File: src/rtl/prbs_link_test_ctrl_if.sv
// rtl/prbs_link_test_ctrl_if.sv - control, serial-stream and status bundle for the PRBS link test controller
// PRBS_CHK_ERR_INJ_EN adds the err_inj strobe to the stream side.
interface prbs_link_test_ctrl_if #(
    parameter int LEN_W = 32,
    parameter int ERR_W = 16
);
    logic             start;
    logic             abort;
    logic             bypass_cfg;
    logic [LEN_W-1:0] test_len;
    logic             rx_bit;
    logic             rx_valid;
`ifdef PRBS_CHK_ERR_INJ_EN
    logic             err_inj;
`endif
    logic             gen_en;
    logic             scr_bypass;
    logic             busy;
    logic             locked;
    logic             done;
    logic             fail;
    logic [ERR_W-1:0] err_cnt;
    logic [LEN_W-1:0] bit_cnt;

    modport master (
        output start, abort, bypass_cfg, test_len, rx_bit, rx_valid,
`ifdef PRBS_CHK_ERR_INJ_EN
        output err_inj,
`endif
        input  gen_en, scr_bypass, busy, locked, done, fail, err_cnt, bit_cnt
    );

    modport slave (
        input  start, abort, bypass_cfg, test_len, rx_bit, rx_valid,
`ifdef PRBS_CHK_ERR_INJ_EN
        input  err_inj,
`endif
        output gen_en, scr_bypass, busy, locked, done, fail, err_cnt, bit_cnt
    );
endinterface

File: src/rtl/prbs_link_test_ctrl.sv
// rtl/prbs_link_test_ctrl.sv - PRBS31 link test sequencer: self-seeding reference, lock detect, windowed bit-error count
// PRBS_CHK_ERR_INJ_EN enables single-bit error injection on the checked stream while counting.
module prbs_link_test_ctrl #(
    parameter int LEN_W        = 32,
    parameter int ERR_W        = 16,
    parameter int LOCK_BITS    = 64,
    parameter int LOCK_TIMEOUT = 4096
) (
    input logic                  clk,
    input logic                  rst,
    prbs_link_test_ctrl_if.slave lk
);
    localparam int MW = $clog2(LOCK_BITS + 1);
    localparam int TW = $clog2(LOCK_TIMEOUT + 1);

    typedef enum logic [2:0] {
        S_IDLE,
        S_SEED,
        S_LOCK,
        S_COUNT,
        S_DONE,
        S_FAIL
    } state_t;

    state_t           state;
    logic [30:0]      ref_q;
    logic [4:0]       seed_cnt;
    logic [MW-1:0]    match_cnt;
    logic [TW-1:0]    tmo_cnt;
    logic [LEN_W-1:0] len_q;
    logic [LEN_W-1:0] bit_q;
    logic [ERR_W-1:0] err_q;
    logic             gen_q;
    logic             byp_q;
    logic             busy_q;
    logic             locked_q;
    logic             done_q;
    logic             fail_q;

    logic             pred;
    logic             chk_bit;
    logic             mis;
    logic             lock_hit;
    logic             tmo_hit;
    logic [30:0]      seed_word;
    logic [LEN_W-1:0] bit_nxt;

    // x^31 + x^28 + 1 with ref_q[0] the newest bit
    assign pred = ref_q[30] ^ ref_q[27];

`ifdef PRBS_CHK_ERR_INJ_EN
    assign chk_bit = lk.rx_bit ^ (lk.err_inj && (state == S_COUNT));
`else
    assign chk_bit = lk.rx_bit;
`endif

    assign mis       = chk_bit ^ pred;
    assign seed_word = {ref_q[29:0], lk.rx_bit};
    assign lock_hit  = !mis && (match_cnt == MW'(LOCK_BITS - 1));
    assign tmo_hit   = (tmo_cnt == TW'(LOCK_TIMEOUT - 1));
    assign bit_nxt   = bit_q + 1'b1;

    always_ff @(posedge clk) begin
        if (rst) begin
            state     <= S_IDLE;
            ref_q     <= '0;
            seed_cnt  <= '0;
            match_cnt <= '0;
            tmo_cnt   <= '0;
            len_q     <= '0;
            bit_q     <= '0;
            err_q     <= '0;
            gen_q     <= 1'b0;
            byp_q     <= 1'b0;
            busy_q    <= 1'b0;
            locked_q  <= 1'b0;
            done_q    <= 1'b0;
            fail_q    <= 1'b0;
        end else if (lk.abort) begin
            if (state != S_IDLE) begin
                state  <= S_IDLE;
                gen_q  <= 1'b0;
                byp_q  <= 1'b0;
                busy_q <= 1'b0;
                done_q <= 1'b0;
                fail_q <= 1'b0;
            end
        end else if (lk.start && (state == S_IDLE || state == S_DONE || state == S_FAIL)) begin
            state     <= S_SEED;
            gen_q     <= 1'b1;
            byp_q     <= lk.bypass_cfg;
            busy_q    <= 1'b1;
            err_q     <= '0;
            bit_q     <= '0;
            locked_q  <= 1'b0;
            done_q    <= 1'b0;
            fail_q    <= 1'b0;
            tmo_cnt   <= '0;
            seed_cnt  <= '0;
            match_cnt <= '0;
            len_q     <= lk.test_len;
        end else if (lk.rx_valid) begin
            case (state)
                S_SEED: begin
                    ref_q   <= seed_word;
                    tmo_cnt <= tmo_cnt + 1'b1;
                    if (seed_cnt == 5'd30) begin
                        seed_cnt  <= '0;
                        match_cnt <= '0;
                        // an all-zero seed is the LFSR lock-up state and can never validate
                        if (seed_word != '0) begin
                            state <= S_LOCK;
                        end
                    end else begin
                        seed_cnt <= seed_cnt + 1'b1;
                    end
                    if (tmo_hit) begin
                        state  <= S_FAIL;
                        fail_q <= 1'b1;
                        gen_q  <= 1'b0;
                        byp_q  <= 1'b0;
                        busy_q <= 1'b0;
                    end
                end
                S_LOCK: begin
                    ref_q   <= {ref_q[29:0], pred};
                    tmo_cnt <= tmo_cnt + 1'b1;
                    if (mis) begin
                        state    <= S_SEED;
                        seed_cnt <= '0;
                    end else if (lock_hit) begin
                        locked_q <= 1'b1;
                        if (len_q == '0) begin
                            state  <= S_DONE;
                            done_q <= 1'b1;
                            gen_q  <= 1'b0;
                            byp_q  <= 1'b0;
                            busy_q <= 1'b0;
                        end else begin
                            state <= S_COUNT;
                        end
                    end else begin
                        match_cnt <= match_cnt + 1'b1;
                    end
                    if (tmo_hit && !lock_hit) begin
                        state  <= S_FAIL;
                        fail_q <= 1'b1;
                        gen_q  <= 1'b0;
                        byp_q  <= 1'b0;
                        busy_q <= 1'b0;
                    end
                end
                S_COUNT: begin
                    // free-running reference keeps a single line error from echoing through the taps
                    ref_q <= {ref_q[29:0], pred};
                    bit_q <= bit_nxt;
                    if (mis && (err_q != '1)) begin
                        err_q <= err_q + 1'b1;
                    end
                    if (bit_nxt == len_q) begin
                        state  <= S_DONE;
                        done_q <= 1'b1;
                        gen_q  <= 1'b0;
                        byp_q  <= 1'b0;
                        busy_q <= 1'b0;
                    end
                end
                default: begin
                    state <= state;
                end
            endcase
        end
    end

    assign lk.gen_en     = gen_q;
    assign lk.scr_bypass = byp_q;
    assign lk.busy       = busy_q;
    assign lk.locked     = locked_q;
    assign lk.done       = done_q;
    assign lk.fail       = fail_q;
    assign lk.err_cnt    = err_q;
    assign lk.bit_cnt    = bit_q;
endmodule

File: src/flat_wrapper.sv
// flat-port wrapper written by rule: the top's interface ports become plain ports
module prbs_link_test_ctrl_flat 
#(
    parameter int LEN_W        = 32,
    parameter int ERR_W        = 16,
    parameter int LOCK_BITS    = 64,
    parameter int LOCK_TIMEOUT = 4096
)
  (clk, rst, lk_start, lk_abort, lk_bypass_cfg, lk_test_len, lk_rx_bit, lk_rx_valid, lk_gen_en, lk_scr_bypass, lk_busy, lk_locked, lk_done, lk_fail, lk_err_cnt, lk_bit_cnt);
  prbs_link_test_ctrl_if #(.LEN_W(LEN_W), .ERR_W(ERR_W)) lk_i ();
  input logic clk;
  input logic rst;
  input wire logic [$bits(lk_i.start)-1:0] lk_start;
  input wire logic [$bits(lk_i.abort)-1:0] lk_abort;
  input wire logic [$bits(lk_i.bypass_cfg)-1:0] lk_bypass_cfg;
  input wire logic [$bits(lk_i.test_len)-1:0] lk_test_len;
  input wire logic [$bits(lk_i.rx_bit)-1:0] lk_rx_bit;
  input wire logic [$bits(lk_i.rx_valid)-1:0] lk_rx_valid;
  output wire logic [$bits(lk_i.gen_en)-1:0] lk_gen_en;
  output wire logic [$bits(lk_i.scr_bypass)-1:0] lk_scr_bypass;
  output wire logic [$bits(lk_i.busy)-1:0] lk_busy;
  output wire logic [$bits(lk_i.locked)-1:0] lk_locked;
  output wire logic [$bits(lk_i.done)-1:0] lk_done;
  output wire logic [$bits(lk_i.fail)-1:0] lk_fail;
  output wire logic [$bits(lk_i.err_cnt)-1:0] lk_err_cnt;
  output wire logic [$bits(lk_i.bit_cnt)-1:0] lk_bit_cnt;
  assign lk_i.start = lk_start;
  assign lk_i.abort = lk_abort;
  assign lk_i.bypass_cfg = lk_bypass_cfg;
  assign lk_i.test_len = lk_test_len;
  assign lk_i.rx_bit = lk_rx_bit;
  assign lk_i.rx_valid = lk_rx_valid;
  assign lk_gen_en = lk_i.gen_en;
  assign lk_scr_bypass = lk_i.scr_bypass;
  assign lk_busy = lk_i.busy;
  assign lk_locked = lk_i.locked;
  assign lk_done = lk_i.done;
  assign lk_fail = lk_i.fail;
  assign lk_err_cnt = lk_i.err_cnt;
  assign lk_bit_cnt = lk_i.bit_cnt;
  prbs_link_test_ctrl #(.LEN_W(LEN_W), .ERR_W(ERR_W), .LOCK_BITS(LOCK_BITS), .LOCK_TIMEOUT(LOCK_TIMEOUT)) u_core (.clk(clk), .rst(rst), .lk(lk_i));
endmodule
File: config.mk
export PLATFORM = sky130hd
export DESIGN_NAME = prbs_link_test_ctrl_flat
export DESIGN_NICKNAME = d
export VERILOG_FILES = /design/src/rtl/prbs_link_test_ctrl_if.sv /design/src/rtl/prbs_link_test_ctrl.sv /design/src/flat_wrapper.sv
export SDC_FILE = /design/constraint.sdc
export NUM_CORES = 1
export LEC_CHECK = 0
export ABC_AREA = 1
export CAP_MARGIN = 30
export CORE_MARGIN = 5
export CORE_UTILIZATION = 55
export CTS_CLUSTER_DIAMETER = 120
export DETAILED_ROUTE_END_ITERATION = 10
export MAX_ROUTING_LAYER = met4
export PLACE_DENSITY = 0.79
export SLEW_MARGIN = 40
export SYNTH_ARGS = -nofsm -noshare
export SYNTH_HDL_FRONTEND = slang
export SYNTH_SLANG_ARGS = --single-unit
File: constraint.sdc
create_clock -name clk -period 5.3 [get_ports clk]
set_clock_uncertainty 0.2 [all_clocks]
set_input_delay 0.795 -clock clk [delete_from_list [all_inputs] [get_ports clk]]
set_output_delay 0.795 -clock clk [all_outputs]
set_load 0.02 [all_outputs]
Yosys cells after proc, flatten, opt, wreduce, memory -nomap -nowiden
Cells that the tools add are included.
- add/subtract/negate cells: 5
- bitwise operators: 4
- reductions and logical operators: 38
- eq/ne operators: 28
- multiplexer cells: 67
- operators with widths (kind ; count):
    2-to-1 mux 32 bit ; 3
    2-to-1 mux 16 bit ; 4
    one-hot mux 31 bit (2 select lines) ; 1
    2-to-1 mux 13 bit ; 3
    2-to-1 mux 3 bit ; 12
    2-to-1 mux 7 bit ; 5
    adder 32 x 1 -> 32 bit (second input constant) ; 1
    == test 32 bit ; 1
    zero test 32 bit ; 1
    nonzero test 31 bit ; 1
    2-to-1 mux 1 bit ; 29
    2-to-1 mux 5 bit ; 4
    != test 4 x 2 -> 1 bit (second input constant) ; 5
    != test 5 x 2 -> 1 bit (second input constant) ; 4
    adder 16 x 1 -> 16 bit (second input constant) ; 1
    != test 16 bit (second input constant) ; 1
    one-hot mux 7 bit (2 select lines) ; 1
    AND reduction 7 bit ; 2
    nonzero test 2 bit ; 7
    adder 13 x 1 -> 13 bit (second input constant) ; 1
    == test 13 x 12 -> 1 bit (second input constant) ; 1
    AND reduction 4 bit ; 3
    one-hot mux 5 bit (2 select lines) ; 1
    AND reduction 5 bit ; 2
    other kinds (31) ; 48
- logic and storage cells: 155
- bits of input ports: 39
- register bits: 144

Longest topological paths before layout
- word-level depth: 11
- gate-level depth with buffers: 19
- depth with buffers taken out: 19

Worst setup path after synthesis
Ideal clock, no wire load.
- kind: reg-to-reg
- from: register u_core.bit_q[0], in the netlist u_core.lk.bit_cnt[0]
- to: register u_core.gen_q, in the netlist u_core.lk.gen_en
- arrival: 2204 ps
- buffers on the path: 0
- slack: 2782 ps
- required time: 4987 ps
- stages on the path, launching flop included: 17
- clock period less this slack: 2518 ps
- cell sequence: dfxtp_1 ha_1 nand2_2 nor2_8 nand2_4 nor2_8 nand3_1 nand3_1 nand2_1 nor2_1 nand2_1 nor2_2 nand3_2 nand2_4 nand4_2 nor2_1 nor2_1
- longest elaborated chain between the ends: 4
- RTL lines (item ; RTL line ; source):
    start, declared ; prbs_link_test_ctrl.sv:31 ; logic [LEN_W-1:0] bit_q;
    start signal, assigned ; prbs_link_test_ctrl.sv:156 ; bit_q <= bit_nxt;
    adder 32 x 1 -> 32 bit ; prbs_link_test_ctrl.sv:61 ; assign bit_nxt = bit_q + 1'b1;
    == test 32 bit ; prbs_link_test_ctrl.sv:160 ; if (bit_nxt == len_q) begin
    != test 4 x 2 -> 1 bit (no line) ; -- ;
    AND reduction 8 bit (no line) ; -- ;
    end signal, assigned ; prbs_link_test_ctrl.sv:73 ; gen_q <= 1'b0;
    end signal, assigned ; prbs_link_test_ctrl.sv:82 ; gen_q <= 1'b0;
    end signal, assigned ; prbs_link_test_ctrl.sv:163 ; gen_q <= 1'b0;
    end, declared ; prbs_link_test_ctrl.sv:33 ; logic gen_q;
No other way between the ends.
A chain may end at the register's enable or synchronous reset.

Final worst setup path
- from: input lk_abort
- to: register u_core.err_q[7], in the netlist u_core.lk.err_cnt[7]
- longest elaborated chain between the ends: 2
- RTL lines (item ; RTL line ; source):
    start, declared ; flat_wrapper.sv:14 ; input wire logic [$bits(lk_i.abort)-1:0] lk_abort;
    inverter 1 bit (no line) ; -- ;
    AND reduction 4 bit (no line) ; -- ;
    end signal, assigned ; prbs_link_test_ctrl.sv:158 ; err_q <= err_q + 1'b1;
    end, declared ; prbs_link_test_ctrl.sv:32 ; logic [ERR_W-1:0] err_q;
No other way between the ends.

==> PnR_summary.wiki <==
{| class="wikitable"
! Metric !! Value
|-
| Status || finished, final reports clean
|-
| Standard cell with the maximum stage delay on the critical path || sky130_fd_sc_hd__clkdlybuf4s50_1
|-
| Num CTS Buffers || 17
|-
| Detailed placement HPWL || 14.95 mm
|-
| Final min period || approximately 3.2 ns
|-
| Area added between synthesis and finish || 21.30%
|-
| Largest net degree at the start of global routing || 73
|-
| Insertion delay to the later sink of the worst-skew pair || 0.43 ns
|-
| Fmax || ~310 MHz
|-
| Required time worst endpoint || 5.45 ns
|-
| Synth Warn # || 0
|-
| # Post-CTS Setup Buffers || 0
|-
| Register bit total from synthesis || 144
|-
| Power per cell area || 353.3 mW/mm^2
|-
| Worst IR drop on VDD || 0.2525 mV
|-
| Routed Wire Length || 20.79 mm
|-
| Count of hold-fix buffers inserted at cts || 0
|-
| Distinct cells, synth || 50
|-
| Combined buffer and inverter count along the critical path || 5
|-
| Vias in the first global route || 7,251
|-
| Most common cell after layout, fill and taps aside || sky130_fd_sc_hd__nand2_1
|-
| Post-Place Cell Area || 0.008859 sq mm
|-
| Cells along the critical path || clkdlybuf4s50_1 -> inv_1 -> nand2_1 -> nor2_2 -> buf_4 -> inv_1 -> nand2_2 -> o21ai_2 -> inv_2 -> nand2_1 -> nor3_2 -> a21oi_1 -> nor3_1
|-
| Number of hold violations in the final report || 0
|-
| Number of standard cells after synthesis || about 1,200
|-
| Fraction of the yosys area taken by sequential cells || 0.3692
|-
| Commonest cells after routing, fill and taps aside || 280 x sky130_fd_sc_hd__nand2_1, 174 x sky130_fd_sc_hd__nor2_1, 144 x sky130_fd_sc_hd__dfxtp_1
|-
| Max Cap Violations || 0
|-
| Area of the mapped netlist || 0.007807 sq mm
|-
| Overall overflow remaining after global route || 0
|-
| Count of unresolved DRC violations after routing || 0
|-
| Maximum root-to-sink buffer count || 2
|-
| Number of violations reported at the end of detailed-routing iteration 0 || 617
|-
| Total die area || ~0.017 sq mm
|-
| Setup crit start kind || input pin
|-
| Crit path kind || input pin to register
|-
| Overall via count from detail_route || 7,910
|-
| Initial standard-cell utilization of the core || 0.5625
|-
| Top fanout value on the critical path || 33
|-
| Post-CTS resize count || 0
|-
| Number of top-level pins || slightly above 90
|-
| Post-detailed-route via-to-cell ratio || about 5.4
|-
| Inst Count DP || 1,431
|-
| Crit path arrival time || 3.38 ns
|-
| GRT Overall Usage || 0.2603
|-
| Worst hold slack || 0.2580 ns
|-
| Total Negative Setup Slacks || 0 ns
|-
| Floorplan core area || 0.01388 sq mm
|-
| Max-slew headroom at the worst pin || 0.4894
|-
| Die Y-Extent || 129.1 um
|-
| Port Buffers || 92
|-
| Number of antenna violations at the first check in global routing || 0
|-
| RSZ-0062 raised after global routing || false
|-
| Top flip-flop cell by instance count after synthesis || sky130_fd_sc_hd__dfxtp_1
|-
| Worst Slack Setup Final || 2.064 ns
|-
| Wire length per cell after detailed routing || roughly 14 um
|-
| Post-layout nets || 1,315
|-
| Number of nets with antenna violations after detailed routing || 0
|-
| Share of flip-flops with an asynchronous set or reset after synthesis || 0
|-
| Number of diodes added for antenna fixing || 0
|-
| Total nets after synthesis || 1,232
|-
| Mean instance size in the synthesized netlist || 6.577 sq um
|-
| Lkg Pwr || approximately 3.8 nW
|-
| Slew at the pin with the worst max-slew slack || 0.7612 ns
|-
| Die Span X || 129.1 um
|-
| Site Rows || 43
|-
| Capturing element type of the critical path || register
|-
| Fraction of final layout cells with drive strength greater than 1 || 0.07482
|-
| Placer's final routability congestion estimate || about 0.97
|-
| TritonRoute pass-1 iters || 5
|-
| Clock transition at the register clock pins on the worst setup and hold paths after CTS || 0.06 ns
|-
| H-tree depth reported by CTS || 4
|-
| Count of final setup violators || 0
|-
| Number of flops mapped to enable cells by yosys || 0
|-
| DP Worst Slack || approximately 1.7 ns
|-
| CTS Root Buffer Type || sky130_fd_sc_hd__clkbuf_16
|-
| Part of the cycle the worst path needs || 0.6106
|-
| First-pass GRT wire length || 33.98 mm
|-
| Min-delay worst type || register to register
|-
| Kind of cell with the highest combined delay on the critical path || buffers and inverters
|-
| TritonCTS clock tree || built
|-
| Max-slew violation count || 0
|-
| Number of sinks driven by the clock tree || 144
|-
| Critical Path Max Stage Delay || 0.58 ns
|-
| Design Area, Final || roughly 0.0095 sq mm
|-
| Layout Cells excl Fill || 1,463
|}
## power breakdown
part,leakage [nW],internal [mW],total [mW],switching (mW)
Sequential,1.17,1.20,1.30,0.0983
Clock,0.296,0.765,1.24,0.475
Combinational,2.30,0.285,0.804,0.519
## Yosys cell counts, drive strengths merged, types with 2 or more instances
master    n  area, sq um
a31oi     2        12.51
nor3b     4        30.03
o211ai    4        30.03
inv     135        506.7
xnor2     5        51.30
nand3    92        483.0
a21oi    99        499.2
nand3b    4        30.03
o21a      3        22.52
nor2    196        867.1
ha        6        75.07
dfxtp   144         2883
o21bai    2        15.01
nor3     17        100.1
nand4    16        121.4
nand2   296         1166
xnor3     3        67.56
nor4     20        125.1
clkbuf   28        105.1
xor2      6        52.55
a211oi    2        15.01
buf       4        26.28
o21ai    87        439.2
and2      3        18.77
## registers in the layout (all words and copies together), names as in the netlist
register,flops
u_core.tmo_cnt,13
u_core.state,3
u_core.lk.bit_cnt,32
u_core.seed_cnt,5
u_core.lk.done,1
u_core.lk.gen_en,1
u_core.lk.fail,1
u_core.len_q,32
u_core.ref_q,31
u_core.match_cnt,7
u_core.lk.scr_bypass,1
u_core.lk.locked,1
u_core.lk.err_cnt,16
## path summary, 6_finish.rpt
| check | depth (start not counted) | from | slack (ns) | end |
|---|---|---|---|---|
| min | 2 | u_core.lk.done | 0.26 | u_core.lk.done |
| max | 13 | lk_abort | 2.06 | u_core.lk.err_cnt[7] |
| min reg2reg | 2 | u_core.lk.done | 0.26 | u_core.lk.done |
| max reg2reg | 17 | u_core.lk.bit_cnt[0] | 2.28 | u_core.lk.gen_en |
## routing by layer
| metal | vias to the layer above | share of wire | global-route usage |
|---|---|---|---|
| met5 | - | 0 | - |
| li1 | 4038 | - | - |
| met2 | 239 | 0.49 | 0.4381 |
| met3 | 41 | 0.053 | 0.04328 |
| met1 | 3592 | 0.43 | 0.3138 |
| met4 | 0 | 0.026 | 0.09636 |
## tightest hold or removal path, cell delays in order, from the launching register on
cell and delay [ns]:
sky130_fd_sc_hd__dfxtp_1 0.31, sky130_fd_sc_hd__inv_1 0.05, sky130_fd_sc_hd__a21oi_1 0.05
## cells by family after synthesis
kind of cell	after synthesis	share of synthesized area
fa+ha+maj	6	0.009615
buf+inv	168	0.08221
simple gates	650	0.3784
xor+xnor	14	0.02195
compound gates	205	0.1386
flops	144	0.3692
## layout make-up
cell class / count / area (sq um)
clock buffer: 19 / 452.9
fill: 1218 / 4410
timing repair buffer: 96 / 950.9
clock inverter: 13 / 158.9
inverter: 136 / 513.0
tap: 180 / 225.2
sequential: 144 / 2883
multi-input combinational: 875 / 4287
## stage by stage
stage                     power, mW    util
after floorplan               1.886       -
after global placement        2.101  0.6380
after detailed placement      2.118  0.6382
after CTS                     3.359  0.6823
after global routing          3.527  0.6823
final                         3.346  0.6823
(Power assumes the default switching activity.)
